## src/rtl/stack_pkg.sv

```systemverilog
// Shared definitions for the LIFO stack: op encoding and the count-width helper.
package stack_pkg;

  localparam logic [1:0] OP_IDLE = 2'b00;
  localparam logic [1:0] OP_POP  = 2'b01;
  localparam logic [1:0] OP_PUSH = 2'b10;
  localparam logic [1:0] OP_REPL = 2'b11;

  // Bits needed to hold values 0..n-1; never less than 1.
  function automatic int unsigned clog2(input int unsigned n);
    int unsigned r;
    r = 0;
    for (int unsigned v = 1; v < n; v = v << 1) begin
      r = r + 1;
    end
    return (r == 0) ? 1 : r;
  endfunction

endpackage

```

## src/rtl/stack_slot.sv

```systemverilog
// One stack entry: WIDTH-bit register with write-enable, clear and synchronous reset.
module stack_slot #(
  parameter int unsigned WIDTH = 4
) (
  input  logic             ctl,
  input  logic             rst,
  input  logic             we,
  input  logic             clr,
  input  logic [WIDTH-1:0] d,
  output logic [WIDTH-1:0] q
);

  always_ff @(negedge ctl) begin
    if (rst) begin
      q <= '0;
    end else if (we) begin
      q <= d;
    end else if (clr) begin
      q <= '0;
    end
  end

endmodule

```

## src/rtl/param_lifo_stack.sv

```systemverilog
// Parametrised LIFO stack with push, pop and replace-top, sticky over/underflow flags,
// and every entry exposed on a flat bus for the display path.
module param_lifo_stack
  import stack_pkg::*;
#(
  parameter int unsigned WIDTH        = 4,
  parameter int unsigned DEPTH        = 4,
  parameter int unsigned CLEAR_ON_POP = 1
) (
  input  logic                          ctl,
  input  logic                          rst,
  input  logic                          push,
  input  logic                          pop,
  input  logic [WIDTH-1:0]              din,
  output logic [WIDTH-1:0]              dout,
  output logic [clog2(DEPTH+1)-1:0]     count,
  output logic                          empty,
  output logic                          full,
  output logic                          over,
  output logic                          under,
  output logic [DEPTH*WIDTH-1:0]        entries
);

  localparam int unsigned CW = clog2(DEPTH + 1);

  logic [CW-1:0]    count_q, count_d;
  logic             over_q, over_d;
  logic             under_q, under_d;
  logic             wr_en, clr_en;
  logic [CW-1:0]    wr_idx, clr_idx;
  logic [DEPTH-1:0] we, clr;
  logic [WIDTH-1:0] slot_q [DEPTH];
  logic             is_empty, is_full;

  assign is_empty = (count_q == '0);
  assign is_full  = (count_q == CW'(DEPTH));

  always_comb begin
    count_d = count_q;
    over_d  = over_q;
    under_d = under_q;
    wr_en   = 1'b0;
    wr_idx  = '0;
    clr_en  = 1'b0;
    clr_idx = '0;
    unique case ({push, pop})
      OP_IDLE: ;
      OP_PUSH: begin
        if (!is_full) begin
          wr_en   = 1'b1;
          wr_idx  = count_q;
          count_d = count_q + CW'(1);
          under_d = 1'b0;
        end else begin
          over_d = 1'b1;
        end
      end
      OP_POP: begin
        if (!is_empty) begin
          count_d = count_q - CW'(1);
          clr_en  = (CLEAR_ON_POP != 0);
          clr_idx = count_q - CW'(1);
          over_d  = 1'b0;
        end else begin
          under_d = 1'b1;
        end
      end
      OP_REPL: begin
        // Replace on an empty stack degenerates into a push into slot 0.
        wr_en = 1'b1;
        if (!is_empty) begin
          wr_idx = count_q - CW'(1);
        end else begin
          wr_idx  = '0;
          count_d = CW'(1);
          under_d = 1'b0;
        end
      end
    endcase
  end

  always_comb begin
    we  = '0;
    clr = '0;
    for (int i = 0; i < DEPTH; i++) begin
      we[i]  = wr_en && (wr_idx == CW'(i));
      clr[i] = clr_en && (clr_idx == CW'(i));
    end
  end

  always_ff @(negedge ctl) begin
    if (rst) begin
      count_q <= '0;
      over_q  <= 1'b0;
      under_q <= 1'b0;
    end else begin
      count_q <= count_d;
      over_q  <= over_d;
      under_q <= under_d;
    end
  end

  for (genvar i = 0; i < DEPTH; i++) begin : g_slot
    stack_slot #(
      .WIDTH (WIDTH)
    ) u_slot (
      .ctl (ctl),
      .rst (rst),
      .we  (we[i]),
      .clr (clr[i]),
      .d   (din),
      .q   (slot_q[i])
    );
    assign entries[i*WIDTH +: WIDTH] = slot_q[i];
  end

  always_comb begin
    dout = '0;
    for (int i = 0; i < DEPTH; i++) begin
      if (count_q == CW'(i + 1)) begin
        dout = slot_q[i];
      end
    end
  end

  assign count = count_q;
  assign empty = is_empty;
  assign full  = is_full;
  assign over  = over_q;
  assign under = under_q;

endmodule
```

## config.mk

```make
export PLATFORM = sky130hd
export DESIGN_NAME = param_lifo_stack
export DESIGN_NICKNAME = d
export VERILOG_FILES = /design/src/rtl/stack_pkg.sv /design/src/rtl/stack_slot.sv /design/src/rtl/param_lifo_stack.sv
export SDC_FILE = /design/constraint.sdc
export NUM_CORES = 1
export LEC_CHECK = 0
export CORE_ASPECT_RATIO = 1.5
export CORE_MARGIN = 8
export CORE_UTILIZATION = 35
export CTS_CLUSTER_DIAMETER = 120
export DETAILED_ROUTE_END_ITERATION = 16
export DONT_BUFFER_PORTS = 1
export SETUP_SLACK_MARGIN = 0.2
export SKIP_CTS_REPAIR_TIMING = 1
export SLEW_MARGIN = 15
export SYNTH_ARGS = -nofsm -noshare
export SYNTH_HDL_FRONTEND = slang
export SYNTH_SLANG_ARGS = --single-unit
export TNS_END_PERCENT = 30
```

## constraint.sdc

```tcl
create_clock -name ctl -period 2.4 [get_ports ctl]
set_input_delay 0.6 -clock ctl [delete_from_list [all_inputs] [get_ports ctl]]
set_output_delay 0.6 -clock ctl [all_outputs]
set_load 0.005 [all_outputs]
```

==> impl_metrics.tcl, run 1 <==
set metrics [dict create \
    outcome "complete, but fails checks" \
    failed_checks "negative setup slack" \
    setup_viol 39 \
    final_antenna_net_count 0 \
    power.leakage_uw 0.00108 \
    ctsHtreeMaxLevel 1 \
    hpwl_mm 3.50 \
    synthCells 178 \
    yosysTopAreaCell "dfxtp_1" \
    synth_top_cell_area_share_pct 27.3 \
    criticalPathCategory "reg2out" \
    critPathRequiredTime_ns 1.80 \
    core_mm2 0.00425 \
    synth_area_mm2 0.00154 \
    cts_sinks 21 \
    drtIter0Drc 30 \
    max-clock-path-buffers 2 \
    synthFlopType "dfxtp_1" \
    portBuffers 0 \
    ys_seq_area_share_pct 27.3 \
    final_cell_count_no_fill 290 \
    synthDistinctLibCells 43 \
    power_uw 1620 \
    synth.top_cells.by_area "dfxtp_1 27%, mux2i_1 8.4%, ha_1 4.9%" \
    diodes 0 \
    synth_fp_nets 192 \
    p_comb_share_pct 43.9 \
    wl_per_cell_um 17.1 \
    fp.dieW_um 70.2 \
    finClkSkew_ns 0.00990 \
    synthSimpleGateAreaFrac_pct 25.2 \
    synthAdderAreaFrac_pct 4.87 \
    cts_tree "built" \
    internal-power_uw 1040 \
    dpl.cell_count 261 \
    worstPathArrival_ns 2.83 \
    p_clk_share_pct 30.2 \
    dieArea_mm2 0.00682 \
    vdd_drop_max_mv 0.583 \
    mostFrequentLayoutCells "29 x inv_1, 28 x buf_4, 22 x buf_6" \
    p_per_area_mw_per_mm2 679 \
    p_sw_uw 584 \
    synth-xor-area-share_pct 1.71 \
    routed_wirelength_mm 4.95 \
    async_flop_share_pct 0 \
    ys.warnings.count 0 \
    whs_ns 0.518 \
    antenna_found_initial 0 \
    drv_slew 0 \
    critPathMaxFanout 5 \
    numCtsBuffers 3 \
    avgSynthCellArea_um2 8.65 \
    grt_pass1_wl_mm 7.49 \
    slew_headroom_pct 67.7 \
    route.vias.total 1530 \
    gp_congestion 0.814 \
    grt_setup_unrepaired "yes" \
    synth_top_family_by_area "simple AND/OR/NAND/NOR gates" \
    ys_seq_elements 21 \
    dp_slack_ns -0.714 \
    io_pins 35 \
    die_y_um 97.2 \
    muxShareOfSynthArea_pct 12.3 \
    rows 29 \
    drc 0 \
    syn_to_final_growth_pct 55.4 \
    drtPass1Iterations 4 \
    drive_above_1_share_pct 47.1 \
    vias_per_cell 5.28 \
    grt_pass1_vias 1513 \
    grt.overflow.total 0 \
    cts-root-buf "clkbuf_8" \
    fin_setup_tns_ns -11.32 \
    grt_max_degree 22 \
    hp-class "reg2reg" \
    switching_share_pct 36.0 \
    p_seq_share_pct 25.9 \
    endpoint_kind "output pin" \
    start_kind "register" \
    mostFrequentLayoutCell "inv_1" \
    maxCapViolCount 0 \
    hold_violations 0 \
    groute.usage.overall_pct 13.3 \
    synth_edf_count 0 \
    setup_slack_ns -1.03 \
    final_nets 259 \
    clk_latency_ns 0.34 \
    synth-compound-area-share_pct 21.0 \
    clk_pin_slew_ns 0.04 \
    initial_core_util_pct 36.3 \
    tightestPinTransition_ns 0.479 \
]
-- metal layers --
metal	global-route usage [%]	share of wire, %
met1	13.2	39
met3	4.70	5.1
met2	23.6	54
met4	6.52	1.3
met5	0	0
-- cell families (layout without fill, tap and decap cells) --
| group | count (synthesis) | count (layout) |
|---|---|---|
| compound gates | 43 | 43 |
| xor+xnor | 3 | 3 |
| fa+ha+maj | 6 | 6 |
| buf+inv | 25 | 91 |
| flops | 21 | 21 |
| mux | 17 | 17 |
| simple gates | 63 | 63 |
-- cells in the mapped netlist (all sizes together) (5+ instances only) --
cell and n:
nor2 6, ha 6, a21oi 12, dfxtp 21, nand3b 7, nand2 17
o21ai 8, inv 12, buf 9, nand2b 9, mux2i 13, nor2b 5
nand3 6
-- final timing paths --
kind	slack, ns	depth (start not counted)	start	end
max	-1.03	7	count[0]	dout[2]
min	0.52	2	under	under
max reg2reg	0.09	8	count[0]	g_slot[2].u_slot.q[3]
min reg2reg	0.52	2	under	under
-- final cells by class --
cell class,instances,area (um^2)
Clock buffer,3,41.3
Clock inverter,22,109
Fill cell,366,1850
Inverter,11,50.0
Multi-Input combinational cell,132,1120
Sequential cell,21,460
Tap cell,46,57.6
Timing Repair Buffer,55,558
-- critical path, cell delays in order, from the launching register on --
cell and delay (ns):
dfxtp_4 0.37, clkinvlp_4 0.12, buf_6 0.15, ha_4 0.18
buf_12 0.13, nor2b_4 0.13, a22oi_1 0.07, o21ai_1 0.14
-- power by group through the flow --
stage / combinational [uW] / clock (uW) / sequential, uW
3_5_place_dp: 572 / 56.1 / 415
3_3_place_gp: 569 / 56.1 / 414
2_1_floorplan: 378 / 56.1 / 419
4_1_cts: 576 / 509 / 410
5_1_grt: 765 / 567 / 424
6_report: 713 / 491 / 420
-- flip-flops by register name, indices dropped and copies added, names as in the netlist --
register,count
over,1
under,1
count,3
g_slot.u_slot.q,16
-- metrics by stage --
stage / instance area, um^2 / util [%]
floorplan: 1600 / -
global placement: 1930 / 45.5
detailed placement: 1930 / 45.5
CTS: 2080 / 49.0
global route: 2390 / 56.4
finish: 2390 / 56.4
Note: power is estimated with default switching activity, not from simulation.
==> run 2: changes to the inputs <==
--- a/config.mk
+++ b/config.mk
@@ -5,6 +5,7 @@
 export SDC_FILE = /design/constraint.sdc
 export NUM_CORES = 1
 export LEC_CHECK = 0
+export ABC_CLOCK_PERIOD_IN_PS = 2400
 export CORE_ASPECT_RATIO = 1.5
 export CORE_MARGIN = 8
 export CORE_UTILIZATION = 35
==> results of run 2 <==
The final DEF is identical to that of run 1; final timing and power are the same.
